--- src/rtl/lsu_ex.sv ---
// rtl/lsu_ex.sv - EX-stage load/store unit with two-phase addr_ok/data_ok RAM handshake
//
// Purpose:
//   Runs the data-RAM access of the instruction held in EX. Stores get
//   lane-replicated data and byte strobes. Loads get the selected byte or
//   half, sign- or zero-extended. ready_go_ex holds the pipe until the access
//   completes and WB takes the result.
//
// Ports:
//   clk, rst_n          clock and synchronous active-low reset
//   flush               kill the instruction in EX
//   valid_ex            EX slot holds a valid instruction
//   mem_read_ex         load in EX
//   mem_write_ex        store in EX
//   funct3_ex           access size/sign
//   addr_ex             effective byte address
//   store_data_ex       store source data
//   allow_in_wb         WB accepts the EX result this cycle
//   ram_req             request valid (ADDR phase)
//   ram_we              request is a write
//   ram_addr            word-aligned request address
//   ram_wdata           lane-replicated store data
//   ram_wstrb           byte enables, 0000 on reads
//   mem_addr_ok         request accepted this cycle
//   mem_data_ok         read data / write ack valid this cycle
//   mem_rdata           raw read word
//   load_data           formatted load result
//   ready_go_ex         EX may hand its result to WB
//   mem_exc_ex          misaligned or illegal access, no request issued
//   lsu_busy            an access is in flight

module lsu_ex (
  input  logic        clk,
  input  logic        rst_n,
  input  logic        flush,
  input  logic        valid_ex,
  input  logic        mem_read_ex,
  input  logic        mem_write_ex,
  input  logic [2:0]  funct3_ex,
  input  logic [31:0] addr_ex,
  input  logic [31:0] store_data_ex,
  input  logic        allow_in_wb,
  output logic        ram_req,
  output logic        ram_we,
  output logic [31:0] ram_addr,
  output logic [31:0] ram_wdata,
  output logic [3:0]  ram_wstrb,
  input  logic        mem_addr_ok,
  input  logic        mem_data_ok,
  input  logic [31:0] mem_rdata,
  output logic [31:0] load_data,
  output logic        ready_go_ex,
  output logic        mem_exc_ex,
  output logic        lsu_busy
);

  typedef enum logic [2:0] {
    IDLE  = 3'd0,
    ADDR  = 3'd1,
    DATA  = 3'd2,
    DONE  = 3'd3,
    DRAIN = 3'd4
  } state_t;

  state_t      state_q;
  logic        ram_req_q;
  logic        ram_we_q;
  logic [31:0] ram_addr_q;
  logic [31:0] ram_wdata_q;
  logic [3:0]  ram_wstrb_q;
  logic [2:0]  funct3_q;
  logic [1:0]  off_q;
  logic [31:0] load_data_q;

  logic        mem_op;
  logic        bad_f3;
  logic        misalign;
  logic        exc;
  logic [3:0]  wstrb_d;
  logic [31:0] wdata_d;
  logic [7:0]  ld_byte;
  logic [15:0] ld_half;
  logic [31:0] load_d;

  assign mem_op = valid_ex & (mem_read_ex | mem_write_ex);

  // Illegal encodings: load+store together, stores wider than a word or with
  // the unsigned bit set, and the unused load encodings.
  always_comb begin
    bad_f3 = 1'b0;
    if (mem_read_ex && mem_write_ex) begin
      bad_f3 = 1'b1;
    end else if (mem_write_ex) begin
      bad_f3 = funct3_ex[2] | (funct3_ex[1:0] == 2'b11);
    end else begin
      bad_f3 = (funct3_ex == 3'b011) | (funct3_ex == 3'b110) | (funct3_ex == 3'b111);
    end
  end

  assign misalign = ((funct3_ex[1:0] == 2'b01) &  addr_ex[0]) |
                    ((funct3_ex[1:0] == 2'b10) & (addr_ex[1:0] != 2'b00));

  assign exc = mem_op & (bad_f3 | misalign);

  // Store lane placement; reads latch an all-zero strobe.
  always_comb begin
    wstrb_d = 4'b0000;
    wdata_d = store_data_ex;
    case (funct3_ex[1:0])
      2'b00: begin
        wstrb_d = 4'b0001 << addr_ex[1:0];
        wdata_d = {4{store_data_ex[7:0]}};
      end
      2'b01: begin
        wstrb_d = 4'b0011 << addr_ex[1:0];
        wdata_d = {2{store_data_ex[15:0]}};
      end
      default: begin
        wstrb_d = 4'b1111;
        wdata_d = store_data_ex;
      end
    endcase
    if (!mem_write_ex) begin
      wstrb_d = 4'b0000;
    end
  end

  // Load formatting uses the latched offset and funct3, since EX inputs may
  // not be trusted while the access is in flight.
  always_comb begin
    ld_byte = mem_rdata[7:0];
    case (off_q)
      2'b00:   ld_byte = mem_rdata[7:0];
      2'b01:   ld_byte = mem_rdata[15:8];
      2'b10:   ld_byte = mem_rdata[23:16];
      default: ld_byte = mem_rdata[31:24];
    endcase
    ld_half = off_q[1] ? mem_rdata[31:16] : mem_rdata[15:0];
    case (funct3_q)
      3'b000:  load_d = {{24{ld_byte[7]}}, ld_byte};
      3'b100:  load_d = {24'd0, ld_byte};
      3'b001:  load_d = {{16{ld_half[15]}}, ld_half};
      3'b101:  load_d = {16'd0, ld_half};
      default: load_d = mem_rdata;
    endcase
  end

  always_ff @(posedge clk) begin
    if (!rst_n) begin
      state_q     <= IDLE;
      ram_req_q   <= 1'b0;
      ram_we_q    <= 1'b0;
      ram_addr_q  <= 32'd0;
      ram_wdata_q <= 32'd0;
      ram_wstrb_q <= 4'd0;
      funct3_q    <= 3'd0;
      off_q       <= 2'd0;
      load_data_q <= 32'd0;
    end else begin
      case (state_q)
        IDLE: begin
          if (mem_op && !exc && !flush) begin
            state_q     <= ADDR;
            ram_req_q   <= 1'b1;
            ram_we_q    <= mem_write_ex;
            ram_addr_q  <= {addr_ex[31:2], 2'b00};
            ram_wdata_q <= wdata_d;
            ram_wstrb_q <= wstrb_d;
            funct3_q    <= funct3_ex;
            off_q       <= addr_ex[1:0];
          end
        end
        ADDR: begin
          // Once accepted the memory owes a data_ok, so a flush in the same
          // cycle must still drain it rather than drop back to IDLE.
          if (mem_addr_ok) begin
            ram_req_q <= 1'b0;
            state_q   <= flush ? DRAIN : DATA;
          end else if (flush) begin
            ram_req_q <= 1'b0;
            state_q   <= IDLE;
          end
        end
        DATA: begin
          if (mem_data_ok) begin
            if (!ram_we_q && !flush) begin
              load_data_q <= load_d;
            end
            state_q <= flush ? IDLE : DONE;
          end else if (flush) begin
            state_q <= DRAIN;
          end
        end
        DRAIN: begin
          if (mem_data_ok) begin
            state_q <= IDLE;
          end
        end
        DONE: begin
          if (flush || allow_in_wb) begin
            state_q <= IDLE;
          end
        end
        default: begin
          state_q   <= IDLE;
          ram_req_q <= 1'b0;
        end
      endcase
    end
  end

  assign ram_req     = ram_req_q;
  assign ram_we      = ram_we_q;
  assign ram_addr    = ram_addr_q;
  assign ram_wdata   = ram_wdata_q;
  assign ram_wstrb   = ram_wstrb_q;
  assign load_data   = load_data_q;
  assign lsu_busy    = (state_q != IDLE);
  assign mem_exc_ex  = (state_q == IDLE) & exc;
  assign ready_go_ex = ((state_q == IDLE) & (~mem_op | exc)) | (state_q == DONE);

endmodule

--- config.mk ---
export PLATFORM = sky130hd
export DESIGN_NAME = lsu_ex
export DESIGN_NICKNAME = d
export VERILOG_FILES = /design/src/rtl/lsu_ex.sv
export SDC_FILE = /design/constraint.sdc
export NUM_CORES = 1
export LEC_CHECK = 0
export ABC_CLOCK_PERIOD_IN_PS = 5810
export BUFFER_PORTS_ARGS = -buffer_cell sky130_fd_sc_hd__buf_4
export CAP_MARGIN = 20
export CORE_MARGIN = 2
export CORE_UTILIZATION = 34
export DETAILED_ROUTE_END_ITERATION = 16
export PLACE_DENSITY = 0.7
export SETUP_SLACK_MARGIN = 0.1
export SKIP_CTS_REPAIR_TIMING = 1
export SLEW_MARGIN = 20
export SYNTH_ARGS = -nofsm -noshare
export SYNTH_HDL_FRONTEND = slang
export SYNTH_SLANG_ARGS = --single-unit
--- constraint.sdc ---
create_clock -name clk -period 5.81 [get_ports clk]
set_input_delay 1.162 -clock clk [delete_from_list [all_inputs] [get_ports clk]]
set_output_delay 1.162 -clock clk [all_outputs]
set_load 0.01 [all_outputs]
==> impl_metrics.toml, run 1 <==
[synthesis]
post-synth-top-area-cell = "dfxtp_1"
ys_warn_count = 0
netlist_area_mm2 = 0.005100
syn-instance-count = 620
synth.area.top_cells = "dfxtp_1 42%, nand2_1 14%, a21boi_0 6.8%, mux2_2 5.1%, a21boi_1 5.0%"
synth.yosys.seq_area_share_pct = 42.39
yosys.area.top_type_share_pct = 42.39
netlist_top_cells_count = "193 x nand2_1, 108 x dfxtp_1, 46 x a21boi_0"
ys_seq_elements = 108
synth_ff_type = "dfxtp_1"
ys_async_sr_fraction_pct = 0
yosysMostFrequentCell = "nand2_1"
synth_area_per_cell_um2 = 8.226
ys_types = 40
synth_edf_count = 0

[pwr]
power_per_cell_area_mw_per_mm2 = 239.9
p_switching_uw = 448.9
ir_worst_vdd_mv = 0.1418
seqPwrFrac_pct = 47.4
p_clk_share_pct = 35.8
internal_power_uw = 1210
pwr-share-comb_pct = 16.8
p_leak_uw = 0.002843
p_sw_share_pct = 27.06

[sta]
tns_ns = 0
setup_viol = 0
hold_violations = 0
layout_setup_ws_ns = 2.348
slew_violations = 0
period_minus_slack_ns = 3.462
skew_ns = 0.006335
rsz0062_at_grt = "no"
fmax_mhz = 288.8
slew_headroom_pct = 25.42
worstMarginPinSlew_ns = 1.119
timing.hold.ws_ns = 0.4491
finalCritPeriodShare_pct = 59.59

[drt]
postRouteAntennaNets = 0
vias = 4845
vias_per_cell = 4.924
drc = 0
drt_wl_total_mm = 15.05
drt_iter0_drc = 357
wl_per_cell_um = 15.29
drtPass1Iterations = 4

[hold_path]
hold_depth = 2
hold_path.class = "reg2reg"

[critical_path]
cp_max_fo = 13
timing_worst_setup_path_type = "in2out"
rr_worst_depth = 5
required_ns = 4.65
startpoint_type = "primary input"
cp-end-kind = "output pin"
r2r_setup_slack_ns = 3.15
critPathArrivalTime_ns = 2.30

[cts]
cts.htree.levels = 3
clockRootBuffer = "clkbuf_16"
cts_buffer_depth = 2
cts_sinks = 108
clk_pin_slew_ns = 0.07
cts_made_buffers = 9
clock_latency_ns = 0.35
cts_tree = "yes"

[placed_design]
numPortBuffers = 210
place_ws_ns = 2.346
gp_congestion = 0.8021
hpwl_mm = 10.32
place_area_mm2 = 0.006630

[grt]
grt_overflow = 0
grt_antenna_before_repair = 0
grt_pass1_vias = 4665
grt_pass1_wl_mm = 23.80
grt.total_usage_pct = 18.36
grt_start_max_net_pins = 111

[die]
die_h_um = 126.5
coreArea_mm2 = 0.01459
die_w_um = 126.5
rows = 44
start_util_pct = 34.96
io_pins = 213
die-area_mm2 = 0.01600

[layout]
diodes = 0
stdcell_area_mm2 = 0.006915
area_delta_synth_final_pct = 35.60
layout.nets = 903
drive_gt1_share_pct = 32.50

[job]
maxCapViolations = 0

[outcome]
status = "completed"
-- state kept, by name, indices dropped and copies added, names as in the netlist --
name,flops
ram_addr,30
ram_wdata,32
ram_req,1
state_q,3
ram_we,1
off_q,2
funct3_q,3
load_data,32
ram_wstrb,4
-- metal layers --
| metal | up-vias | routed length (um) | track usage (%) |
|---|---|---|---|
| met1 | 2205 | 6524 | 22.57 |
| met2 | 170 | 7018 | 30.54 |
| met5 | - | 0 | 0 |
| li1 | 2452 | - | - |
| met4 | 0 | 261 | 5.947 |
| met3 | 18 | 1241 | 5.863 |
-- metrics by stage --
step,cells,utilization [%],total power [uW]
after floorplan,621,-,956.1
after global placement,968,45.45,1083
after detailed placement,968,45.45,1085
after CTS,984,47.40,1688
after global routing,984,47.40,1745
final,984,47.40,1659
-- cells in the final DEF, fill, tap and decap left out, types with 2 or more instances in the layout --
cell / instances
a21boi_0: 46
a21boi_1: 34
a21oi_1: 29
a221oi_1: 2
a31oi_1: 5
and3_1: 2
buf_4: 214
clkbuf_16: 9
clkinv_2: 2
conb_1: 2
dfxtp_1: 108
inv_1: 9
mux2_2: 23
mux2i_1: 11
nand2_1: 193
nand2b_1: 2
nand3_1: 4
nand3b_1: 8
nor2_1: 17
nor2b_1: 3
nor3_1: 4
o211ai_1: 14
o21ai_0: 35
o221ai_1: 5
-- worst max-delay path, cell delays in order --
cell,delay (ns)
buf_4,0.19
o41ai_4,0.37
o2111ai_2,0.24
nand2_1,0.11
a21oi_1,0.06
buf_4,0.16
-- layout make-up --
type / instances / area (um^2)
Inverter: 9 / 33.78
Multi-Input combinational cell: 453 / 2597
Tap cell: 184 / 230.2
Sequential cell: 108 / 2162
Fill cell: 1444 / 7674
Clock inverter: 6 / 46.29
Clock buffer: 10 / 239.0
Timing Repair Buffer: 214 / 1607
-- worst paths after layout --
check | from | to
hold reg to reg | ram_wdata[27]$_SDFFE_PN0P_ | ram_wdata[27]$_SDFFE_PN0P_
setup / recovery | funct3_ex[0] | ready_go_ex
setup reg to reg | off_q[1]$_SDFFE_PN0P_ | load_data[20]$_SDFFE_PN0P_
hold / removal | ram_wdata[27]$_SDFFE_PN0P_ | ram_wdata[27]$_SDFFE_PN0P_
-- power by group through the flow --
stage / combinational [uW] / sequential, uW / clock, uW
2_1_floorplan: 155 / 801 / 0
3_3_place_gp: 279 / 803 / 0
3_5_place_dp: 281 / 804 / 0
4_1_cts: 282 / 786 / 620
5_1_grt: 306 / 791 / 649
6_report: 279 / 787 / 593
-- cell families (layout without fill, tap and decap cells) --
logic type | Yosys count | after routing | share of synthesized area (%)
AND/OR/NAND/NOR | 239 | 239 | 19.33
multiplexers | 35 | 35 | 7.679
buffers and inverters | 60 | 239 | 6.771
flip-flops | 108 | 108 | 42.39
other | 1 | 2 | 0.07353
AO/OA/AOI/OAI | 177 | 177 | 23.75
Note: power is estimated with default switching activity, not from simulation.
==> run 2, diff against run 1 <==
--- a/config.mk
+++ b/config.mk
@@ -5,13 +5,14 @@
 export SDC_FILE = /design/constraint.sdc
 export NUM_CORES = 1
 export LEC_CHECK = 0
-export ABC_CLOCK_PERIOD_IN_PS = 5810
+export ABC_AREA = 1
+export ABC_CLOCK_PERIOD_IN_PS = 3100
 export BUFFER_PORTS_ARGS = -buffer_cell sky130_fd_sc_hd__buf_4
 export CAP_MARGIN = 20
 export CORE_MARGIN = 2
 export CORE_UTILIZATION = 34
 export DETAILED_ROUTE_END_ITERATION = 16
-export PLACE_DENSITY = 0.7
+export PLACE_DENSITY = 0.72
 export SETUP_SLACK_MARGIN = 0.1
 export SKIP_CTS_REPAIR_TIMING = 1
 export SLEW_MARGIN = 20
==> constraint.sdc (replaced) <==
create_clock -name clk -period 3.1 [get_ports clk]
set_input_delay 0.62 -clock clk [delete_from_list [all_inputs] [get_ports clk]]
set_output_delay 0.62 -clock clk [all_outputs]
set_load 0.01 [all_outputs]
==> run 2 against run 1 <==
First-iteration DRC count is 5.0% higher. Largest cell class unchanged. Cell area increased by 1.7%. Hold slack better by 0.015 ns. Die area down 0.84%. Via count increased by 13%. Total power increased by 110%. Cell count is 15% higher. Sequential power rose by 93%. Combinational power rose to 2.8 times the previous value. Register-to-register slack got worse by 2.0 ns. Core utilization grew 0.97 points. Clock skew rose by 0.0081 ns.
==> impl_metrics.toml, run 2 <==
[synthesis]
synth_ff_type = "dfxtp_1"
netlist_top_cells_count = "160 x nor2_1, 152 x nand2_1, 108 x dfxtp_1"
synth_xor_area_share_pct = 0
ys_warn_count = 0
synth.area.top_cells = "dfxtp_1 43%, nor2_1 12%, nand2_1 11%, a21oi_1 7.7%, o21ai_0 7.2%"
synth_top_family_by_area = "simple AND/OR/NAND/NOR gates"
yosys.area.top_type_share_pct = 42.76
synth_edf_count = 0
synth_area_per_cell_um2 = 6.644
syn-instance-count = 761
netlist_area_mm2 = 0.005056
synthSimpleGateAreaFrac_pct = 29.89
post-synth-top-area-cell = "dfxtp_1"
ys_seq_elements = 108
synth_compound_area_share_pct = 17.94
synth_mux_area_share_pct = 0
ys_async_sr_fraction_pct = 0
synth_fa_ha_area_share_pct = 0
ys_types = 30
yosysMostFrequentCell = "nor2_1"
synth.yosys.seq_area_share_pct = 42.76

[sta]
slew_violations = 0
worstMarginPinSlew_ns = 0.7653
rsz0062_at_grt = "no"
finalCritPeriodShare_pct = 83.55
hold_violations = 0
fmax_mhz = 386.1
tns_ns = 0
setup_viol = 0
period_minus_slack_ns = 2.590
skew_ns = 0.01447
layout_setup_ws_ns = 0.5101
slew_headroom_pct = 48.79

[layout]
diodes = 0
final_common_cell = "buf_4"
stdcell_area_mm2 = 0.007030
drive_gt1_share_pct = 26.08
final_core_util_pct = 48.37
area_delta_synth_final_pct = 39.05
layout.nets = 1054
final_cell_mix = "217 x buf_4, 160 x nor2_1, 152 x nand2_1"

[cts]
cts_made_buffers = 9
clk_pin_slew_ns = 0.08
cts.htree.levels = 3
cts_buffer_depth = 2
clock_latency_ns = 0.36
clockRootBuffer = "clkbuf_16"
cts_tree = "yes"
cts_sinks = 108

[die]
coreArea_mm2 = 0.01453
io_pins = 213
rows = 44
die_w_um = 125.9
die-area_mm2 = 0.01586
die_h_um = 125.9
start_util_pct = 34.79

[grt]
grt_overflow = 0
grt_antenna_before_repair = 0
grt.total_usage_pct = 20.12
grt_start_max_net_pins = 77
grt_pass1_wl_mm = 26.05
grt_pass1_vias = 5151

[drt]
drt_iter0_drc = 375
vias_per_cell = 4.804
drt_wl_total_mm = 16.32
postRouteAntennaNets = 0
drtPass1Iterations = 6
drc = 0
vias = 5453
wl_per_cell_um = 14.38

[placed_design]
numPortBuffers = 210
hpwl_mm = 12.04
gp_congestion = 0.8870
place_area_mm2 = 0.006716
place_ws_ns = 0.5113

[pwr]
totalPowerFinal_uw = 3490
p_leak_uw = 0.003476
power_per_cell_area_mw_per_mm2 = 496.4
ir_worst_vdd_mv = 0.2463

[critical_path]
required_ns = 2.48
cp-end-kind = "output pin"
r2r_setup_slack_ns = 1.19
startpoint_type = "primary input"
rr_worst_depth = 8
timing_worst_setup_path_type = "in2out"
cp_max_fo = 22
critPathArrivalTime_ns = 1.97

[job]
maxCapViolations = 0

[outcome]
status = "completed"

[hold_path]
hold_depth = 2
hold_path.class = "reg2reg"
run 2: cell count changes after synthesis, sizes merged, moves of 11 or more:
cell	delta
a21boi	-79
mux2i	-11
nand2	-40
inv	+52
nor2	+148
a21oi	+49
o21ai	+44
mux2	-23
nand3	+43
run 2: critical path, cell delays in order:
cell and delay [ns]:
buf_4 0.19, inv_2 0.22, nand2_4 0.13, nor2_1 0.18, nor2_2 0.06, and2_1 0.14
nand2_1 0.06, nand2_1 0.07, o31ai_1 0.11, buf_4 0.19
run 2: through the flow:
stage          std cells  hold WS, ns
2_1_floorplan        762       0.4828
3_3_place_gp        1119       0.4496
3_5_place_dp        1119       0.4543
4_1_cts             1135       0.4653
5_1_grt             1135       0.4752
6_report            1135       0.4638
run 2: metal layers:
metal,vias up,GRT usage (%),routed length (um)
li1,2817,-,-
met1,2417,25.90,7071
met2,195,32.73,7667
met3,24,5.650,1206
met4,0,6.399,376
met5,-,0,0
run 2: area by class of cell:
cell class / instances / area [um^2]
Clock buffer: 9 / 225.2
Clock inverter: 7 / 88.84
Fill cell: 1526 / 7503
Inverter: 61 / 229.0
Multi-Input combinational cell: 547 / 2426
Sequential cell: 108 / 2162
Tap cell: 184 / 230.2
Timing Repair Buffer: 219 / 1669
run 2: path summary, 6_finish.rpt:
check                            startpoint                   endpoint
hold reg to reg   ram_wdata[3]$_SDFFE_PN0P_  ram_wdata[3]$_SDFFE_PN0P_
setup reg to reg   funct3_q[1]$_SDFFE_PN0P_  load_data[5]$_SDFFE_PN0P_
setup / recovery               funct3_ex[1]                ready_go_ex
hold / removal    ram_wdata[3]$_SDFFE_PN0P_  ram_wdata[3]$_SDFFE_PN0P_
run 2: power breakdown:
part           internal [uW]  switching (uW)
clock                    583             606
combinational            334             448
sequential              1460            56.4
total                   2380            1110
run 2: kinds of logic (layout without fill, tap and decap cells):
kind of cell	Yosys count	in the layout
and+or+nand+nor	372	372
DFF	108	108
AOI/OAI and AO/OA	173	173
other	1	2
buffers and inverters	107	296
